===== config.mk =====
export PLATFORM = sky130hd
export DESIGN_NAME = nn_layer_sequencer
export DESIGN_NICKNAME = d
export VERILOG_FILES = /design/src/rtl/nn_pkg.sv /design/src/rtl/nn_wrap_counter.sv /design/src/rtl/nn_layer_sequencer.sv
export SDC_FILE = /design/constraint.sdc
export NUM_CORES = 1
export LEC_CHECK = 0
export ABC_CLOCK_PERIOD_IN_PS = 1800
export CORE_MARGIN = 3
export CORE_UTILIZATION = 45
export CTS_BUF_LIST = sky130_fd_sc_hd__clkbuf_4 sky130_fd_sc_hd__clkbuf_8 sky130_fd_sc_hd__clkbuf_16
export DETAILED_ROUTE_END_ITERATION = 6
export PLACE_DENSITY = 0.87
export SYNTH_ARGS = -nofsm -noshare
export SYNTH_HDL_FRONTEND = slang
export SYNTH_SLANG_ARGS = --single-unit

===== constraint.sdc =====
create_clock -name clk -period 1.8 [get_ports clk]
set_input_delay 0.18 -clock clk [delete_from_list [all_inputs] [get_ports clk]]
set_output_delay 0.18 -clock clk [all_outputs]
set_load 0.02 [all_outputs]

===== src/rtl/nn_pkg.sv =====
// nn_pkg: shared state encoding, default geometry and index-width helper for the layer sequencer.
package nn_pkg;

  typedef enum logic [1:0] {IDLE, LOAD, COMPUTE, DRAIN} seq_state_t;

  localparam int DEF_LAYER_SIZE  = 3;
  localparam int DEF_LAYER_DEPTH = 4;
  localparam int DEF_BIT_SIZE    = 1;

  // Keeps index ports at least one bit wide when a dimension is 1.
  function automatic int idx_w(input int n);
    return n > 1 ? $clog2(n) : 1;
  endfunction

endpackage


===== src/rtl/nn_wrap_counter.sv =====
// nn_wrap_counter: index counter that wraps to 0 after MAX (not at the power of two).
module nn_wrap_counter #(
  parameter int MAX = 2,
  parameter int W   = 2
) (
  input  logic         clk,
  input  logic         rst,
  input  logic         en,
  input  logic         clr,
  output logic [W-1:0] count,
  output logic         wrap
);

  assign wrap = en && count == W'(MAX);

  always_ff @(posedge clk or negedge rst)
    if (!rst) count <= '0;
    else if (clr) count <= '0;
    else if (en) count <= wrap ? '0 : count + W'(1);

endmodule


===== src/rtl/nn_layer_sequencer.sv =====
// nn_layer_sequencer: load/compute/drain control FSM for the time-multiplexed layer datapath.
// Optional NN_SEQ_PERF_CNT_EN adds a saturating busy-cycle counter (perf_cycles).
module nn_layer_sequencer
  import nn_pkg::*;
#(
  parameter int  LAYER_SIZE  = DEF_LAYER_SIZE,
  parameter int  LAYER_DEPTH = DEF_LAYER_DEPTH,
  parameter int  BIT_SIZE    = DEF_BIT_SIZE,
  localparam int NW          = idx_w(LAYER_SIZE),
  localparam int LW          = idx_w(LAYER_DEPTH)
) (
  input  logic                clk,
  input  logic                rst,
  input  logic                start,
  input  logic                in_valid,
  output logic                in_ready,
  input  logic [BIT_SIZE-1:0] in_data,
  output logic                out_valid,
  input  logic                out_ready,
  output logic [BIT_SIZE-1:0] out_data,
  input  logic [BIT_SIZE-1:0] y,
  output logic [NW-1:0]       node,
  output logic [LW-1:0]       layer,
  output logic [NW-1:0]       addr_node,
  output logic                input_select,
  output logic                input_write_enable,
  output logic                output_write_enable,
  output logic                busy,
  output logic                done
`ifdef NN_SEQ_PERF_CNT_EN
  ,
  output logic [31:0]         perf_cycles
`endif
);

  seq_state_t state;
  logic       fetched;
  logic       start_acc;
  logic       fetch;
  logic       last_hs;
  logic       addr_wrap;
  logic       node_wrap;
  logic       layer_wrap;

  assign start_acc           = state == IDLE && start;
  assign in_ready            = state == LOAD;
  assign input_write_enable  = in_ready && in_valid;
  // y is the read data for the address presented this cycle; it lands in out_data at the edge.
  assign fetch               = state == DRAIN && !fetched && (!out_valid || out_ready);
  assign last_hs             = state == DRAIN && fetched && out_valid && out_ready;
  assign busy                = state != IDLE;
  assign input_select        = layer == '0;
  assign output_write_enable = state == COMPUTE && layer == LW'(LAYER_DEPTH - 1);

  nn_wrap_counter #(.MAX(LAYER_SIZE - 1), .W(NW)) u_addr (
    .clk  (clk),
    .rst  (rst),
    .en   (input_write_enable || fetch),
    .clr  (start_acc),
    .count(addr_node),
    .wrap (addr_wrap)
  );

  nn_wrap_counter #(.MAX(LAYER_SIZE - 1), .W(NW)) u_node (
    .clk  (clk),
    .rst  (rst),
    .en   (state == COMPUTE),
    .clr  (start_acc),
    .count(node),
    .wrap (node_wrap)
  );

  nn_wrap_counter #(.MAX(LAYER_DEPTH - 1), .W(LW)) u_layer (
    .clk  (clk),
    .rst  (rst),
    .en   (node_wrap),
    .clr  (start_acc),
    .count(layer),
    .wrap (layer_wrap)
  );

  always_ff @(posedge clk or negedge rst)
    if (!rst) begin
      state     <= IDLE;
      fetched   <= 1'b0;
      out_valid <= 1'b0;
      out_data  <= '0;
      done      <= 1'b0;
    end else begin
      done <= last_hs;
      case (state)
        IDLE: if (start) begin
          state   <= LOAD;
          fetched <= 1'b0;
        end
        LOAD: if (addr_wrap) state <= COMPUTE;
        COMPUTE: if (layer_wrap) state <= DRAIN;
        DRAIN: if (fetch) begin
          out_data  <= y;
          out_valid <= 1'b1;
          fetched   <= addr_wrap;
        end else if (out_ready) begin
          out_valid <= 1'b0;
          if (out_valid) state <= IDLE;
        end
      endcase
    end

`ifdef NN_SEQ_PERF_CNT_EN
  always_ff @(posedge clk or negedge rst)
    if (!rst) perf_cycles <= '0;
    else if (start_acc) perf_cycles <= '0;
    else if (busy && perf_cycles != '1) perf_cycles <= perf_cycles + 32'd1;
`endif

endmodule


==> metrics.yaml <==
run_status:
  status: "finished, final reports clean"
setup_path:
  worstPathRequired_ps: 1620
  start_kind: "register"
  cp_max_fo: 4
  criticalPathCategory: "register to output pin"
  cp_slowest_cell: "dfrtp_1"
  cp_top_family: "buffers and inverters"
  worstPathCellList: "inv_1, ha_1, and2_1, dlygate4sd2_1"
  crit_buf_inv: 2
  cp-end-kind: "output pin"
  slowest_delay_ps: 400
  crit_arrival_ps: 1500
clock_network:
  h-tree-depth: 1
  clkTransAtPathRegs_ps: 80
  clock_latency_ps: 280
  cts_sinks: 12
  cts_tree: "built"
  cts-buffers-inserted: 3
  cts_setup_buffers: 0
  cts_root_buf: "clkbuf_4"
  clockBufferDepth: 2
sta:
  fmax_mhz: 595
  finalWorstSetupSlack_ps: 121
  min_period_over_period_pct: 93.3
  slew_viol_final: 0
  min_period_ps: 1680
  worst_hold_slack_ps: 259
  grt_setup_unrepaired: "false"
  slew_headroom_pct: 62.4
  worstMarginPinSlew_ps: 562
  skew_ps: 8.82
  setup_viol: 0
  setup_tns_ps: 0
  hold_viol: 0
placed_design:
  dp_slack_ps: 128
  port_buffers: 19
  hpwl_mm: 1.08
  gp_congestion: 0.833
final_layout:
  drive_above_1_share_pct: 11.6
  final_nets: 111
  area_growth_pct: 32.7
  antenna_cells: 0
power:
  power_frac_seq_pct: 29.7
  powerDensity_mw_per_mm2: 1760
  leakage_nw: 0.448
  comb_power_share_pct: 60.1
  p_sw_share_pct: 43.5
  ir_worst_vdd_uv: 915
  p_switching_mw: 0.719
  power_frac_clock_pct: 10.2
  internal_power_mw: 0.934
worst_hold_path:
  hp-class: "input pin to async pin"
run:
  drv_cap: 0
synthesis:
  yosys.area_share.simple_pct: 18.2
  yosys.area.top_type: "dfrtp_1"
  ys_seq_area_share_pct: 42.4
  ys_top_cells_by_area: "dfrtp_1, ha_1, mux2i_1"
  synth_adder_area_share_pct: 12.4
  synth_top_family_by_area: "simple AND/OR/NAND/NOR gates"
  synth_compound_area_share_pct: 11.3
  syn_area_per_cell_um2: 9.70
  ys_warn_count: 0
  synth.distinct_cells: 22
  synth_top_area_share_pct: 42.4
  ys_seq_elements: 12
  synthMuxAreaShare_pct: 11.0
  syn_inst: 73
  syn_nets: 87
  syn-cell-area_um2: 708
  synth_xor_area_share_pct: 0
global_route:
  met2_usage_pct: 21.4
  grt.busiest_layer: "met1"
  grt.total_usage_pct: 15.6
  grt_pass1_wl_mm: 2.29
  grt_start_max_net_pins: 13
  use_met3_pct: 4.74
  grt-ovfl-total: 0
  grt_pass1_vias: 500
  antenna_found_initial: 0
  grt_use_met1_pct: 22.9
routing:
  drt_pass1_iterations: 4
  remaining_drc_errors: 0
  initialDrtViolationCount: 3
  wirelength_mm: 1.41
  routed_via_density: 5.02
  vias: 552
  postRouteAntennaNets: 0
  wl_per_cell_um: 12.8
floorplanning:
  ios: 21
  die_h_um: 45.7
  die_width_um: 45.7
  rows: 13
  core_mm2: 0.00138
  die-area_mm2: 0.00209
  start_util_pct: 51.2
[power groups by stage]
stage / combinational, mW / sequential [mW] / clock, mW
floorplan: 0.581 / 0.565 / 0
global placement: 0.990 / 0.487 / 0
detailed placement: 1.02 / 0.494 / 0
CTS: 0.999 / 0.490 / 0.167
global route: 1.09 / 0.510 / 0.174
finish: 0.994 / 0.492 / 0.168
[metrics by stage]
| step | util (%) | instance area, um2 | std cells | power [mW] |
|---|---|---|---|---|
| floorplan | - | 708 | 73 | 1.15 |
| global placement | 66.6 | 921 | 107 | 1.48 |
| detailed placement | 66.6 | 921 | 107 | 1.51 |
| CTS | 67.9 | 938 | 110 | 1.66 |
| global route | 68.0 | 940 | 110 | 1.78 |
| finish | 68.0 | 940 | 110 | 1.65 |
[cell usage after synthesis]
cell / number
nand3_1: 3
o21ai_1: 2
nand2_1: 8
mux2_4: 1
mux2i_1: 4
nor3_1: 1
nor2_1: 8
nor2b_1: 2
nand2b_2: 1
inv_1: 8
o2111ai_2: 1
a31oi_1: 1
a21oi_1: 4
a22oi_2: 1
o21ai_2: 1
nand3b_1: 2
ha_1: 7
and2_1: 2
mux2_2: 2
dfrtp_1: 12
o21a_1: 1
clkbuf_1: 1
[worst paths after layout]
check	startpoint	to	slack (ps)	cells after the start
min	rst	u_addr.count[0]	260	1
min in group clk	y	out_data	510	2
max	state[0]	output_write_enable	120	4
max in group asynchronous	rst	done	1160	1
min reg2reg	out_data	out_data	520	1
max reg2reg	state[1]	state[1]	240	5
[state kept, by name, summed over array words and instances, names as in the netlist]
register       count
u_addr.count       2
out_valid          1
done               1
state              2
fetched            1
u_layer.count      2
u_node.count       2
out_data           1
[layout make-up]
type / count / area, um2
timing repair buffer: 20 / 194
inverter: 8 / 30.0
multi-input combinational: 52 / 374
clock buffer: 3 / 22.5
tap: 15 / 18.8
sequential: 12 / 300
fill: 108 / 443
[cell usage in the layout, fill, tap and decap left out, drive strengths merged]
cell	netlist	routed
ha	7	7
inv	8	8
o21a	1	1
a31oi	1	1
nand3	3	3
nand2	8	8
dlygate4sd2	0	3
nor2b	2	2
mux2	3	3
clkbuf	1	3
nor2	8	8
buf	0	1
o2111ai	1	1
clkdlybuf4s15	0	1
and2	2	2
o21ai	3	3
mux2i	4	4
a21oi	4	4
clkdlybuf4s50	0	15
a22oi	1	1
nand3b	2	2
nand2b	1	1
nor3	1	1
dfrtp	12	12
[metal layers]
layer  up-vias  part of all wire, %  wire (um)
li1        287                    -          -
met1       251                   50        709
met4         0                  1.3         19
met2        12                   44        626
met3         2                  4.1         58
met5         -                    0          0
[kinds of logic (layout without fill, tap and decap cells)]
logic type / after synthesis / after routing
AO/OA/AOI/OAI: 11 / 11
multiplexers: 7 / 7
AND/OR/NAND/NOR: 27 / 27
adder cells (fa/ha/maj): 7 / 7
flip-flops: 12 / 12
buffers and inverters: 9 / 31
[timing repair]
item                                   CTS  global route
cloned                                   0             0
endpoints found under the hold margin    0             0
gates resized for setup                  4             1
hold buffers                             0             0
setup endpoints to repair                4             1
Power figures use the tool's default switching activity.
